### config.mk
export PLATFORM = sky130hd
export DESIGN_NAME = frame_buf_ctrl_flat
export DESIGN_NICKNAME = d
export VERILOG_FILES = /design/src/rtl/frame_buf_ctrl_pkg.sv /design/src/rtl/frame_buf_ctrl_if.sv /design/src/rtl/frame_buf_ctrl_port_seq.sv /design/src/rtl/frame_buf_ctrl.sv /design/src/flat_wrapper.sv
export SDC_FILE = /design/constraint.sdc
export NUM_CORES = 1
export LEC_CHECK = 0
export ABC_AREA = 0
export CAP_MARGIN = 20
export CORE_UTILIZATION = 50
export DETAILED_ROUTE_END_ITERATION = 6
export HOLD_SLACK_MARGIN = 0.08
export PLACE_DENSITY_LB_ADDON = 0.05
export SLEW_MARGIN = 20
export SYNTH_ARGS = -nofsm -noshare
export SYNTH_HDL_FRONTEND = slang
export SYNTH_SLANG_ARGS = --single-unit
### constraint.sdc
create_clock -name clk -period 4.6 [get_ports clk]
set_input_delay 0.46 -clock clk [delete_from_list [all_inputs] [get_ports clk]]
set_output_delay 0.46 -clock clk [all_outputs]
set_load 0.02 [all_outputs]
### src/rtl/frame_buf_ctrl_pkg.sv
// Shared types and constants for the frame buffer sequencer: buffer states,
// port FSM encodings and active-low enable levels.
package frame_buf_pkg;

    typedef enum logic [1:0] {
        B_FREE     = 2'd0,
        B_FILLING  = 2'd1,
        B_FULL     = 2'd2,
        B_DRAINING = 2'd3
    } buf_state_e;

    // One encoding serves both sides; the per-side names alias it.
    typedef enum logic {
        P_WAIT = 1'b0,
        P_BUSY = 1'b1
    } port_fsm_e;

    localparam port_fsm_e W_WAIT = P_WAIT;
    localparam port_fsm_e W_FILL = P_BUSY;
    localparam port_fsm_e R_WAIT = P_WAIT;
    localparam port_fsm_e R_READ = P_BUSY;

    localparam logic ASSERT   = 1'b0;
    localparam logic DEASSERT = 1'b1;

endpackage

### src/rtl/frame_buf_ctrl_if.sv
// Handshake and memory-control bundle between the pixel ports, the sequencer
// and data_mem. slave = sequencer side, master = source/sink side.
interface frame_buf_ctrl_if #(
    parameter int ADDR_WIDTH = 3,
    parameter int NUM_BUFS   = 2,
    parameter int BUF_W      = $clog2(NUM_BUFS)
);
    logic                        wr_en_in;
    logic                        wr_abort;
    logic                        rd_en_in;
    logic                        wr_rdy;
    logic                        rd_rdy;
    logic                        mem_wr_en;
    logic                        mem_rd_en;
    logic [BUF_W+ADDR_WIDTH-1:0] mem_wr_addr;
    logic [BUF_W+ADDR_WIDTH-1:0] mem_rd_addr;
    logic                        rd_data_vld;
    logic                        frame_done;
    logic                        frame_read;
    logic [BUF_W:0]              full_cnt;

    modport master (
        output wr_en_in, wr_abort, rd_en_in,
        input  wr_rdy, rd_rdy, mem_wr_en, mem_rd_en, mem_wr_addr, mem_rd_addr,
               rd_data_vld, frame_done, frame_read, full_cnt
    );

    modport slave (
        input  wr_en_in, wr_abort, rd_en_in,
        output wr_rdy, rd_rdy, mem_wr_en, mem_rd_en, mem_wr_addr, mem_rd_addr,
               rd_data_vld, frame_done, frame_read, full_cnt
    );
endinterface

### src/rtl/frame_buf_ctrl_port_seq.sv
// One side (writer or reader) of the frame sequencer: port FSM, word counter,
// buffer pointer, last-word detect and the state request for the pointed buffer.
module frame_port_seq
    import frame_buf_pkg::*;
#(
    parameter int         ADDR_WIDTH = 3,
    parameter int         NUM_BUFS   = 2,
    parameter int         BUF_W      = $clog2(NUM_BUFS),
    parameter buf_state_e CLAIM      = B_FREE,
    parameter buf_state_e HOLD       = B_FILLING,
    parameter buf_state_e DONE       = B_FULL,
    parameter bit         ABORTABLE  = 1'b1
) (
    input  logic                  clk,
    input  logic                  reset,
    input  logic                  en_n,
    input  logic                  abort_n,
    input  buf_state_e            cur_state,
    output logic                  rdy,
    output logic                  accept,
    output logic                  last,
    output logic                  upd,
    output buf_state_e            nxt_state,
    output logic                  pulse,
    output logic [BUF_W-1:0]      ptr,
    output logic [ADDR_WIDTH-1:0] word
);

    port_fsm_e fsm;
    logic      abort_fire;

    assign rdy = (cur_state == CLAIM) || (cur_state == HOLD);

    // Gating with reset keeps the memory enables quiet while reset is held.
    assign abort_fire = ABORTABLE && reset && (abort_n == ASSERT) && (fsm == P_BUSY);
    assign accept     = reset && (en_n == ASSERT) && rdy && !abort_fire;
    assign last       = accept && (&word);

    assign upd       = accept || abort_fire;
    assign nxt_state = abort_fire ? CLAIM : (last ? DONE : HOLD);

    always_ff @(posedge clk or negedge reset) begin
        if (!reset) begin
            fsm   <= P_WAIT;
            ptr   <= '0;
            word  <= '0;
            pulse <= 1'b0;
        end else begin
            pulse <= last;
            if (abort_fire) begin
                fsm  <= P_WAIT;
                word <= '0;
            end else if (accept) begin
                word <= word + 1'b1;
                if (last) begin
                    ptr <= ptr + 1'b1;
                    fsm <= P_WAIT;
                end else begin
                    fsm <= P_BUSY;
                end
            end
        end
    end

endmodule

### src/rtl/frame_buf_ctrl.sv
// Multi-buffer frame sequencer: hands the writer the next free buffer and the
// reader the oldest full one, and drives data_mem enables and addresses.
module frame_buf_ctrl
    import frame_buf_pkg::*;
#(
    parameter int ADDR_WIDTH = 3,
    parameter int NUM_BUFS   = 2,
    parameter int BUF_W      = $clog2(NUM_BUFS)
) (
    input  logic           clk,
    input  logic           reset,
    frame_buf_ctrl_if.slave bus
);

    localparam int RD_LAT = 1;

    buf_state_e            bstate [NUM_BUFS];

    logic                  wr_rdy, wr_acc, wr_last, wr_upd, wr_pulse;
    logic                  rd_rdy, rd_acc, rd_last, rd_upd, rd_pulse;
    buf_state_e            wr_nxt, rd_nxt;
    logic [BUF_W-1:0]      wr_ptr, rd_ptr;
    logic [ADDR_WIDTH-1:0] wr_word, rd_word;
    logic [BUF_W:0]        full_cnt;
    logic [RD_LAT:1]       vld_pipe;

    frame_port_seq #(
        .ADDR_WIDTH(ADDR_WIDTH), .NUM_BUFS(NUM_BUFS), .BUF_W(BUF_W),
        .CLAIM(B_FREE), .HOLD(B_FILLING), .DONE(B_FULL), .ABORTABLE(1'b1)
    ) u_wr (
        .clk(clk), .reset(reset), .en_n(bus.wr_en_in), .abort_n(bus.wr_abort),
        .cur_state(bstate[wr_ptr]), .rdy(wr_rdy), .accept(wr_acc), .last(wr_last),
        .upd(wr_upd), .nxt_state(wr_nxt), .pulse(wr_pulse), .ptr(wr_ptr), .word(wr_word)
    );

    frame_port_seq #(
        .ADDR_WIDTH(ADDR_WIDTH), .NUM_BUFS(NUM_BUFS), .BUF_W(BUF_W),
        .CLAIM(B_FULL), .HOLD(B_DRAINING), .DONE(B_FREE), .ABORTABLE(1'b0)
    ) u_rd (
        .clk(clk), .reset(reset), .en_n(bus.rd_en_in), .abort_n(DEASSERT),
        .cur_state(bstate[rd_ptr]), .rdy(rd_rdy), .accept(rd_acc), .last(rd_last),
        .upd(rd_upd), .nxt_state(rd_nxt), .pulse(rd_pulse), .ptr(rd_ptr), .word(rd_word)
    );

    // The two sides never point at the same buffer while both update it:
    // FILLING blocks the reader and DRAINING blocks the writer.
    always_ff @(posedge clk or negedge reset) begin
        if (!reset) begin
            for (int i = 0; i < NUM_BUFS; i++) bstate[i] <= B_FREE;
        end else begin
            if (wr_upd) bstate[wr_ptr] <= wr_nxt;
            if (rd_upd) bstate[rd_ptr] <= rd_nxt;
        end
    end

    // Counted on the same edge as the buffer states, so it always equals the
    // number of FULL/DRAINING buffers.
    always_ff @(posedge clk or negedge reset) begin
        if (!reset) begin
            full_cnt <= '0;
        end else begin
            case ({wr_last, rd_last})
                2'b10:   full_cnt <= full_cnt + 1'b1;
                2'b01:   full_cnt <= full_cnt - 1'b1;
                default: full_cnt <= full_cnt;
            endcase
        end
    end

    always_ff @(posedge clk or negedge reset) begin
        if (!reset) begin
            vld_pipe <= '0;
        end else begin
            vld_pipe[1] <= rd_acc;
            for (int s = 2; s <= RD_LAT; s++) vld_pipe[s] <= vld_pipe[s-1];
        end
    end

    assign bus.wr_rdy      = wr_rdy;
    assign bus.rd_rdy      = rd_rdy;
    assign bus.mem_wr_en   = wr_acc ? ASSERT : DEASSERT;
    assign bus.mem_rd_en   = rd_acc ? ASSERT : DEASSERT;
    assign bus.mem_wr_addr = {wr_ptr, wr_word};
    assign bus.mem_rd_addr = {rd_ptr, rd_word};
    assign bus.rd_data_vld = vld_pipe[RD_LAT];
    assign bus.frame_done  = wr_pulse;
    assign bus.frame_read  = rd_pulse;
    assign bus.full_cnt    = full_cnt;

endmodule

### src/flat_wrapper.sv
// flat-port wrapper written by rule: the top's interface ports become plain ports
module frame_buf_ctrl_flat import frame_buf_pkg::*;
#(
    parameter int ADDR_WIDTH = 3,
    parameter int NUM_BUFS   = 2,
    parameter int BUF_W      = $clog2(NUM_BUFS)
)
  (clk, reset, bus_wr_en_in, bus_wr_abort, bus_rd_en_in, bus_wr_rdy, bus_rd_rdy, bus_mem_wr_en, bus_mem_rd_en, bus_mem_wr_addr, bus_mem_rd_addr, bus_rd_data_vld, bus_frame_done, bus_frame_read, bus_full_cnt);
  frame_buf_ctrl_if #(.ADDR_WIDTH(ADDR_WIDTH), .NUM_BUFS(NUM_BUFS), .BUF_W(BUF_W)) bus_i ();
  input  logic clk;
  input  logic reset;
  input wire logic [$bits(bus_i.wr_en_in)-1:0] bus_wr_en_in;
  input wire logic [$bits(bus_i.wr_abort)-1:0] bus_wr_abort;
  input wire logic [$bits(bus_i.rd_en_in)-1:0] bus_rd_en_in;
  output wire logic [$bits(bus_i.wr_rdy)-1:0] bus_wr_rdy;
  output wire logic [$bits(bus_i.rd_rdy)-1:0] bus_rd_rdy;
  output wire logic [$bits(bus_i.mem_wr_en)-1:0] bus_mem_wr_en;
  output wire logic [$bits(bus_i.mem_rd_en)-1:0] bus_mem_rd_en;
  output wire logic [$bits(bus_i.mem_wr_addr)-1:0] bus_mem_wr_addr;
  output wire logic [$bits(bus_i.mem_rd_addr)-1:0] bus_mem_rd_addr;
  output wire logic [$bits(bus_i.rd_data_vld)-1:0] bus_rd_data_vld;
  output wire logic [$bits(bus_i.frame_done)-1:0] bus_frame_done;
  output wire logic [$bits(bus_i.frame_read)-1:0] bus_frame_read;
  output wire logic [$bits(bus_i.full_cnt)-1:0] bus_full_cnt;
  assign bus_i.wr_en_in = bus_wr_en_in;
  assign bus_i.wr_abort = bus_wr_abort;
  assign bus_i.rd_en_in = bus_rd_en_in;
  assign bus_wr_rdy = bus_i.wr_rdy;
  assign bus_rd_rdy = bus_i.rd_rdy;
  assign bus_mem_wr_en = bus_i.mem_wr_en;
  assign bus_mem_rd_en = bus_i.mem_rd_en;
  assign bus_mem_wr_addr = bus_i.mem_wr_addr;
  assign bus_mem_rd_addr = bus_i.mem_rd_addr;
  assign bus_rd_data_vld = bus_i.rd_data_vld;
  assign bus_frame_done = bus_i.frame_done;
  assign bus_frame_read = bus_i.frame_read;
  assign bus_full_cnt = bus_i.full_cnt;
  frame_buf_ctrl #(.ADDR_WIDTH(ADDR_WIDTH), .NUM_BUFS(NUM_BUFS), .BUF_W(BUF_W)) u_core (.clk(clk), .reset(reset), .bus(bus_i));
endmodule
==> results.md <==
- EDFF count, synth: 0
- Multi-input combinational cell area: 387 um^2
- Finished Layout Cells: 111
- PD cells: 634 nW/um^2
- CTS tree: yes
- Met2 global-route usage: 0.324
- Die extent in y: 42.9 um
- Ant diodes: 0
- # resized after CTS: 0
- Row count: 14
- Post-detailed-routing wire length: 1620 um
- GR Util met3: 0.0681
- Top cells by area, synth: dfrtp_1 (48%), ha_1 (7.5%), mux2_4 (7.2%), xnor2_1 (3.1%), a21oi_1 (3.0%)
- Worst setup path end: bus_mem_wr_en
- First-pass GRT wire length: 2820 um
- Design area: 1070 um^2
- Tot GR Track Use: 0.211
- FF-to-FF Start: u_core.u_wr.ptr$_DFFE_PN0P_
- Drt initial violations: 4
- Reg2reg setup slack: 2.73 ns
- Initial antenna violation count: 0
- Final Cycle Share: 0.662
- Post-synth top area share: 0.479
- Largest area contributor in the netlist: dfrtp_1
- Final setup viols: 0
- RSZ-0062 raised after global routing: false
- Setup WS pre-CTS: 1.49 ns
- Ports: 22
- Post-Syn Area: 836 um^2
- Post-CTS Setup Inserts: 0
- Share of cells above drive strength 1: 0.126
- Worst EP required: 4.14 ns
- R2r endpoint: u_core.bus.full_cnt[1]$_DFFE_PN0P_
- VDD IR max: 0.371 mV
- Final GP Congestion: 0.782
- Final slew viol count: 0
- Max_cap viols: 0
- Worst Max-Slew Pin Slew: 0.866 ns
- Final Hold Fails: 0
- Sequential standard cell area: 400 um^2
- Flops & latches, synth: 16
- Worst Clk Skew: 0.00124 ns
- Largest net degree at the start of global routing: 23
- Syn. warnings: 0
- Num CTS Buffers: 3
- Critical Path Start Type: input port
- Leakage: 0.000489 uW
- Post-DR wirelength/cell: 14.6 um
- Vias in the first global route: 609
- Remaining Overflow, GRT: 0
- Clk_lat worst skew: 0.29 ns
- Die Wd: 42.9 um
- Routed via count: 623
- Core box area: 1540 um^2
- Dpl cells: 107
- Post-DP HPWL: 1180 um
- Post-synthesis cell type count: 31
- Clk buf depth: 2
- CTS Root Buffer Type: clkbuf_4
- Primary FF master, synth: dfrtp_1
- Syn nets: 84
- HP Class: reg -> reg
- CTS H-Tree Depth: 1
- Slack of the critical path: 1.55 ns
- Die area: 1840 um^2
- Starting Density: 0.542
- P&R area growth vs syn: 28.3%
- Met1 Track Usage GR: 0.271
- DRC violations left: 0
- Post-synth ARST share: 1.00
- Post-synthesis sequential area ratio: 0.479
- Post-place instance area: 1040 um^2
- Worst reg2reg path depth: 7
- Signal arrival time at the worst endpoint: 2.59 ns
- Routed vias/inst: 5.61
- Synth Instances: 74
- Status: finished clean
- Clk pin slew, worst setup/hold paths: 0.09 ns
- Critical path origin: reset
- Syn Area/Cell: 11.3 um^2
- # nets final: 106
- Relative slew slack: 0.421
- # hold bufs at CTS: 0
- Clock sink count: 16
- DRT antenna net count: 0
- Port Buffer Count: 21
- Setup CP Type: in -> out
- Worst Setup End Kind: primary output
- Fillers: 127
- Max FO, Critical Path: 22
- Final min period: 3.05 ns
- Final setup TNS: 0 ns
- Gr busiest metal: met2
- FMAX: 0.328 GHz
- Drt pass-1 iters: 4
==> worst max-delay path, cell delays in order <==
cell	delay, ns
clkdlybuf4s50_1	1.04
nor2b_1	0.41
nand3_1	0.12
clkdlybuf4s50_1	0.55
==> worst min-delay path by stage <==
stage	startpoint	cells after the start	to	slack, ns
floorplan	reset	0	u_core.bstate[1]$_DFF_PN0_	0.16
global placement	u_core.bus.full_cnt[1]$_DFFE_PN0P_	1	u_core.bus.full_cnt[1]$_DFFE_PN0P_	0.46
detailed placement	u_core.bus.full_cnt[1]$_DFFE_PN0P_	1	u_core.bus.full_cnt[1]$_DFFE_PN0P_	0.47
CTS	u_core.bus.full_cnt[1]$_DFFE_PN0P_	1	u_core.bus.full_cnt[1]$_DFFE_PN0P_	0.48
global route	u_core.bus.full_cnt[1]$_DFFE_PN0P_	1	u_core.bus.full_cnt[1]$_DFFE_PN0P_	0.49
finish	u_core.bus.full_cnt[1]$_DFFE_PN0P_	1	u_core.bus.full_cnt[1]$_DFFE_PN0P_	0.48
==> metal layers <==
| layer | part of all wire | vias to the layer above |
|---|---|---|
| met5 | 0 | - |
| met1 | 0.44 | 302 |
| met2 | 0.50 | 17 |
| li1 | - | 300 |
| met4 | 0.014 | 0 |
| met3 | 0.047 | 4 |
==> cells in the mapped netlist (all sizes together) (2+ instances only) <==
master   n
dfrtp   16
a21oi    5
ha       5
inv      5
mux2     4
o21ai    4
buf      3
nand3    3
xnor2    3
nand2b   2
nand3b   2
nand4    2
nor2     2
nor2b    2
or3      2
xor2     2
==> kinds of logic (layout without fill, tap and decap cells) <==
| family | after synthesis | after routing | share of synthesized area |
|---|---|---|---|
| AND/OR/NAND/NOR | 22 | 22 | 0.172 |
| flip-flops | 16 | 16 | 0.479 |
| AO/OA/AOI/OAI | 13 | 13 | 0.0913 |
| buffers and inverters | 9 | 30 | 0.0584 |
| adder cells (fa/ha/maj) | 5 | 5 | 0.0749 |
| XOR/XNOR | 5 | 5 | 0.0524 |
| multiplexers | 4 | 4 | 0.0719 |
==> flip-flops by register name, summed over array words and instances (netlist names) <==
signal,flops
u_core.bstate,2
u_core.bus.full_cnt,2
u_core.bus.rd_data_vld,1
u_core.u_rd.ptr,1
u_core.u_rd.pulse,1
u_core.u_rd.word,3
u_core.u_wr.fsm,1
u_core.u_wr.ptr,1
u_core.u_wr.pulse,1
u_core.u_wr.word,3
==> cell type report <==
type                       instances  share of cell area
sequential                        16               0.373
inverter                           5              0.0175
clock buffer                       4              0.0338
multi-input combinational         49               0.361
timing repair buffer              21               0.196
tap                               16              0.0187
==> placed cells by master, fill, tap and decap left out, drive strengths merged <==
cell and n:
clkdlybuf4s50 21, nor2b 2, nor2 2, nand2 1, a31oi 1, nand3 3, o31ai 1, a21oi 5
o21ai 4, mux2 4, nor3b 1, o21bai 1, or3 2, clkbuf 4, and2 1, nand3b 2
ha 5, and3b 1, and3 1, and2b 1, xor2 2, inv 5, nand2b 2, o32a 1
nor4 1, xnor2 3, nand4 2, dfrtp 16
==> where the power goes <==
part	switching [uW]	internal, uW
logic	161	176
registers	54.9	194
clock network	46.2	48.2
total	262	418
==> stage by stage <==
stage,hold slack [ns],util,total power [uW]
after detailed placement,0.468,0.672,590
after floorplan,0.164,-,453
final,0.477,0.696,680
after global placement,0.458,0.672,579
after global routing,0.494,0.696,726
after CTS,0.482,0.696,685
(Power assumes the default switching activity.)
==> variant 1 (config.mk and constraints unchanged) <==
`ABORTABLE` is set to 1'b1 in 2 places; all go to 1'b0.
--- a/src/rtl/frame_buf_ctrl_port_seq.sv
+++ b/src/rtl/frame_buf_ctrl_port_seq.sv
@@ -11,3 +11,3 @@
     parameter buf_state_e DONE       = B_FULL,
-    parameter bit         ABORTABLE  = 1'b1
+    parameter bit         ABORTABLE  = 1'b0
 ) (
--- a/src/rtl/frame_buf_ctrl.sv
+++ b/src/rtl/frame_buf_ctrl.sv
@@ -28,3 +28,3 @@
         .ADDR_WIDTH(ADDR_WIDTH), .NUM_BUFS(NUM_BUFS), .BUF_W(BUF_W),
-        .CLAIM(B_FREE), .HOLD(B_FILLING), .DONE(B_FULL), .ABORTABLE(1'b1)
+        .CLAIM(B_FREE), .HOLD(B_FILLING), .DONE(B_FULL), .ABORTABLE(1'b0)
     ) u_wr (
Formal check against the unedited RTL: not equivalent (Yosys sat finds a counterexample within 4 cycles, from zero or initial values and one cycle with reset low).
==> variant 1 against the original RTL <==
Utilization is 1.2 points higher; wire length is 32% lower; first-iteration DRC count is 50% higher; setup slack better by 96 ps; design area is 14% lower; sequential cell count is 1 lower; area after synthesis is 16% lower; power is 5.9% lower; combinational power is 2% lower; sequential power is 4% lower; count of clock-buffer cells in the layout stayed put; global-route usage is 3.5 points lower; sequential share of layout area is 3.4 points higher.
==> variant 1: results <==
[run_status]
status = finished, final reports clean

[timing]
layout_setup_ws_ps = 1650
holdWs_ps = 468
slew_headroom = 0.469
skew_ps = 3.53

[clock_tree]
cts.clk_slew.worst_paths_ps = 80
clk_latency_ps = 270
postCtsSetupBuffers = 0

[worst_setup_path]
cp_slowest_stage_delay_ps = 840
r2r_slack_ps = 2670
arrival_ps = 2490
reg2reg_from = u_core.u_rd.ptr
critPathCapture = bus_mem_rd_en
path_max_fanout = 21
reg2regPathDepth = 6

[power_and_ir_drop]
p_leak_nw = 0.429
peakVddDrop_mv = 0.398

[synthesis]
synth_xor_area_frac = 0.0624
ys_top_cells_by_count = dfrtp_1 (15), ha_1 (5), inv_1 (3), mux2_4 (3), xnor2_1 (3)
synth_compound_area_frac = 0.0660
syn-num-nets = 63
synth.distinct_cells = 22
synthAdderAreaFrac = 0.0891
synthMuxAreaShare = 0.111
syn_inst = 53
ys_seq_area_frac = 0.535
ys_warn_count = 0
synth_area_leaders = dfrtp_1 (53%), ha_1 (8.9%), mux2_4 (6.4%), xnor2_1 (3.7%), mux2_2 (3.2%)

[global_routing]
gr-usage-met1 = 0.203
grt_pass1_vias = 430
grt_max_degree = 22
track_usage = 0.177
met2_usage = 0.299
grt.met3_usage = 0.0341

[worst_hold_path]
worstHoldStart = u_core.bus.full_cnt[1]

[detailed_routing]
wirelength_um = 1100
dr_wl_met2_um = 571
wl_met1_um = 483
wl_met3_um = 39
dr.pass1.iters = 4
dr.first_iter.drc_count = 6
highest_layer = met4
wl_per_cell_um = 12.4
vias = 469

[placement]
hpwlAfterDp_um = 855
place_ws_ps = 1570
place_congestion = 0.609
port_buffers = 20
dpl.cell_count = 85
dpl_cell_area_sq_um = 895

[final_layout]
drive_above_1_share = 0.122
fillers = 97
[variant 1: power by group]
part / total [W] / switching, W / internal [W]
Combinational: 0.000330 / 0.000152 / 0.000178
Clock: 0.0000712 / 0.0000376 / 0.0000335
Sequential: 0.000239 / 0.0000542 / 0.000184
[variant 1: final cells by class]
| type | instances | area, sq um | area share |
|---|---|---|---|
| multi-input combinational | 32 | 289 | 0.314 |
| timing repair buffer | 20 | 200 | 0.217 |
| inverter | 3 | 11.3 | 0.0122 |
| clock buffer | 4 | 26.3 | 0.0285 |
| tap | 15 | 18.8 | 0.0204 |
| sequential | 15 | 375 | 0.408 |
[variant 1: worst reg2reg max path, cell delays in order (launching register included)]
cell and delay, ps:
dfrtp_1 450, mux2_4 330, and3b_1 260, and2_2 240
ha_1 300, nor2_1 130, xor2_1 150
==> variant 2 (config.mk and constraints unchanged) <==
Made on the original files. Make the reset (`reset`) synchronous in 4 clocked blocks.
--- a/src/rtl/frame_buf_ctrl_port_seq.sv
+++ b/src/rtl/frame_buf_ctrl_port_seq.sv
@@ -41,3 +41,3 @@
 
-    always_ff @(posedge clk or negedge reset) begin
+    always_ff @(posedge clk) begin
         if (!reset) begin
--- a/src/rtl/frame_buf_ctrl.sv
+++ b/src/rtl/frame_buf_ctrl.sv
@@ -46,3 +46,3 @@
     // FILLING blocks the reader and DRAINING blocks the writer.
-    always_ff @(posedge clk or negedge reset) begin
+    always_ff @(posedge clk) begin
         if (!reset) begin
@@ -57,3 +57,3 @@
     // number of FULL/DRAINING buffers.
-    always_ff @(posedge clk or negedge reset) begin
+    always_ff @(posedge clk) begin
         if (!reset) begin
@@ -69,3 +69,3 @@
 
-    always_ff @(posedge clk or negedge reset) begin
+    always_ff @(posedge clk) begin
         if (!reset) begin
Behaviour: differs if reset is asserted again (counterexample within 4 cycles, from zero or initial values and one cycle with reset low); with reset held inactive, the same outputs for 10 cycles.
==> variant 2 against the original RTL <==
The run now ends with design-rule violations left; sequential cell count up 2; critical path type unchanged; cell count rose by 13%; wire length up 9.0%; global-route usage is 1.4 points higher; clock skew up 13 ps; design area is 2.3% higher; setup slack better by 380 ps; area after synthesis up 3.7%; register-to-register slack worse by 110 ps; hold slack gained 15 ps.
Power is not compared: it rests on default switching activity, and its combinational part moved more than twofold at a synthesized area within 25%.
==> variant 2: results <==
[run_status]
status = finished, violations left
violations = design-rule violations

[worst_hold_path]
min_path_type = reg2reg
hold_depth = 2
hold_end = u_core.u_rd.word[2]
worstHoldStart = u_core.u_rd.word[2]

[clock_tree]
clk_latency_ps = 300
cts_hold_buf = 0
numCtsBuffers = 3
cts.clk_slew.worst_paths_ps = 100
ctsResizeCount = 0
htreeDepth = 1
cts_root_buffer = clkbuf_4
postCtsSetupBuffers = 0
cts_buffer_depth = 2

[placement]
dpl.cell_count = 121
port_buffers = 21
hpwlAfterDp_um = 1280
place_congestion = 0.813

[synthesis]
synth_compound_area_frac = 0.175
synthArstFlopShare = 0
synthMuxAreaShare = 0.0563
synth.distinct_cells = 32
synth_edf_count = 2
synth_area_leaders = dfxtp_1 (37%), ha_1 (7.2%), edfxtp_1 (6.9%), a21oi_1 (4.6%), o21ai_0 (4.0%)
synth_area_per_cell_sq_um = 9.85
synth_ff_type = dfxtp_1
synthAdderAreaFrac = 0.0722
ys_top_cells_by_count = dfxtp_1 (16), a21oi_1 (8), o21ai_0 (7)
syn-num-nets = 98
ys_seq_area_frac = 0.439
ys_warn_count = 0
synth_xor_area_frac = 0.0202

[final_layout]
antenna_cells = 0
drive_above_1_share = 0.119

[worst_setup_path]
reg2regPathDepth = 6
path_max_fanout = 10
reg2reg_from = u_core.bstate[0][1]
r2r_slack_ps = 2620
arrival_ps = 2200
r2r_end = u_core.bus.full_cnt[1]

[detailed_routing]
routed_via_density = 5.71
dr.first_iter.drc_count = 32
vias = 714
wl_per_cell_um = 14.1
dr.pass1.iters = 6
drc_errors = 3

[power_and_ir_drop]
p_leak_nw = 0.445
peakVddDrop_mv = 0.203

[global_routing]
grt_max_degree = 11
track_usage = 0.225
grt_pass1_wl_um = 3110
antenna_found_initial = 0
grt_pass1_vias = 632

[timing]
skew_ps = 13.8
slew_headroom = 0.679
## variant 2: area by class of cell
type                       count  area (sq um)
fill                         129           462
inverter                       7          28.8
timing repair buffer          21           210
multi-input combinational     59           432
sequential                    18           380
tap                           16          20.0
clock buffer                   4          26.3
## variant 2: worst max-delay path by stage
stage | start | end | slack [ps] | depth (start not counted)
final | reset | bus_mem_rd_en | 1940 | 5
after global routing | reset | bus_mem_rd_en | 1800 | 5
after CTS | reset | bus_mem_rd_en | 1940 | 5
after detailed placement | reset | u_core.bus.full_cnt[1] | 1950 | 6
after global placement | reset | bus_mem_rd_en | 1980 | 5
after floorplan | reset | u_core.bus.full_cnt[1] | 2700 | 7
## variant 2: per-stage QoR
step	instance area, sq um	hold slack, ps	utilization	setup WS (ps)
finish	1100	492	0.704	1940
global route	1100	514	0.704	1800
CTS	1100	497	0.704	1940
detailed placement	1070	481	0.687	1950
global placement	1070	480	0.687	1980
floorplan	867	472	-	2700
## variant 2: power breakdown
part | leakage (nW) | internal (W) | total, W | switching, W
clock | 0.0150 | 0.0000338 | 0.0000852 | 0.0000514
sequential | 0.150 | 0.000163 | 0.000165 | 0.00000275
combinational | 0.280 | 0.0000183 | 0.0000433 | 0.0000250
total | 0.445 | 0.000215 | 0.000294 | 0.0000791
## variant 2: critical path, stage by stage
cell and delay, ps:
clkdlybuf4s50_1 720, inv_4 100, nor3_4 300, inv_2 80
clkdlybuf4s50_1 540
## variant 2: metal layers
metal  part of all wire  vias to the layer above  wire (um)  track usage
li1                   -                      362          -            -
met1               0.47                      319        835        0.357
met2               0.46                       29        809        0.296
met3              0.054                        4         95       0.0375
met4              0.013                        0         23       0.0938
met5                  0                        -          0            0
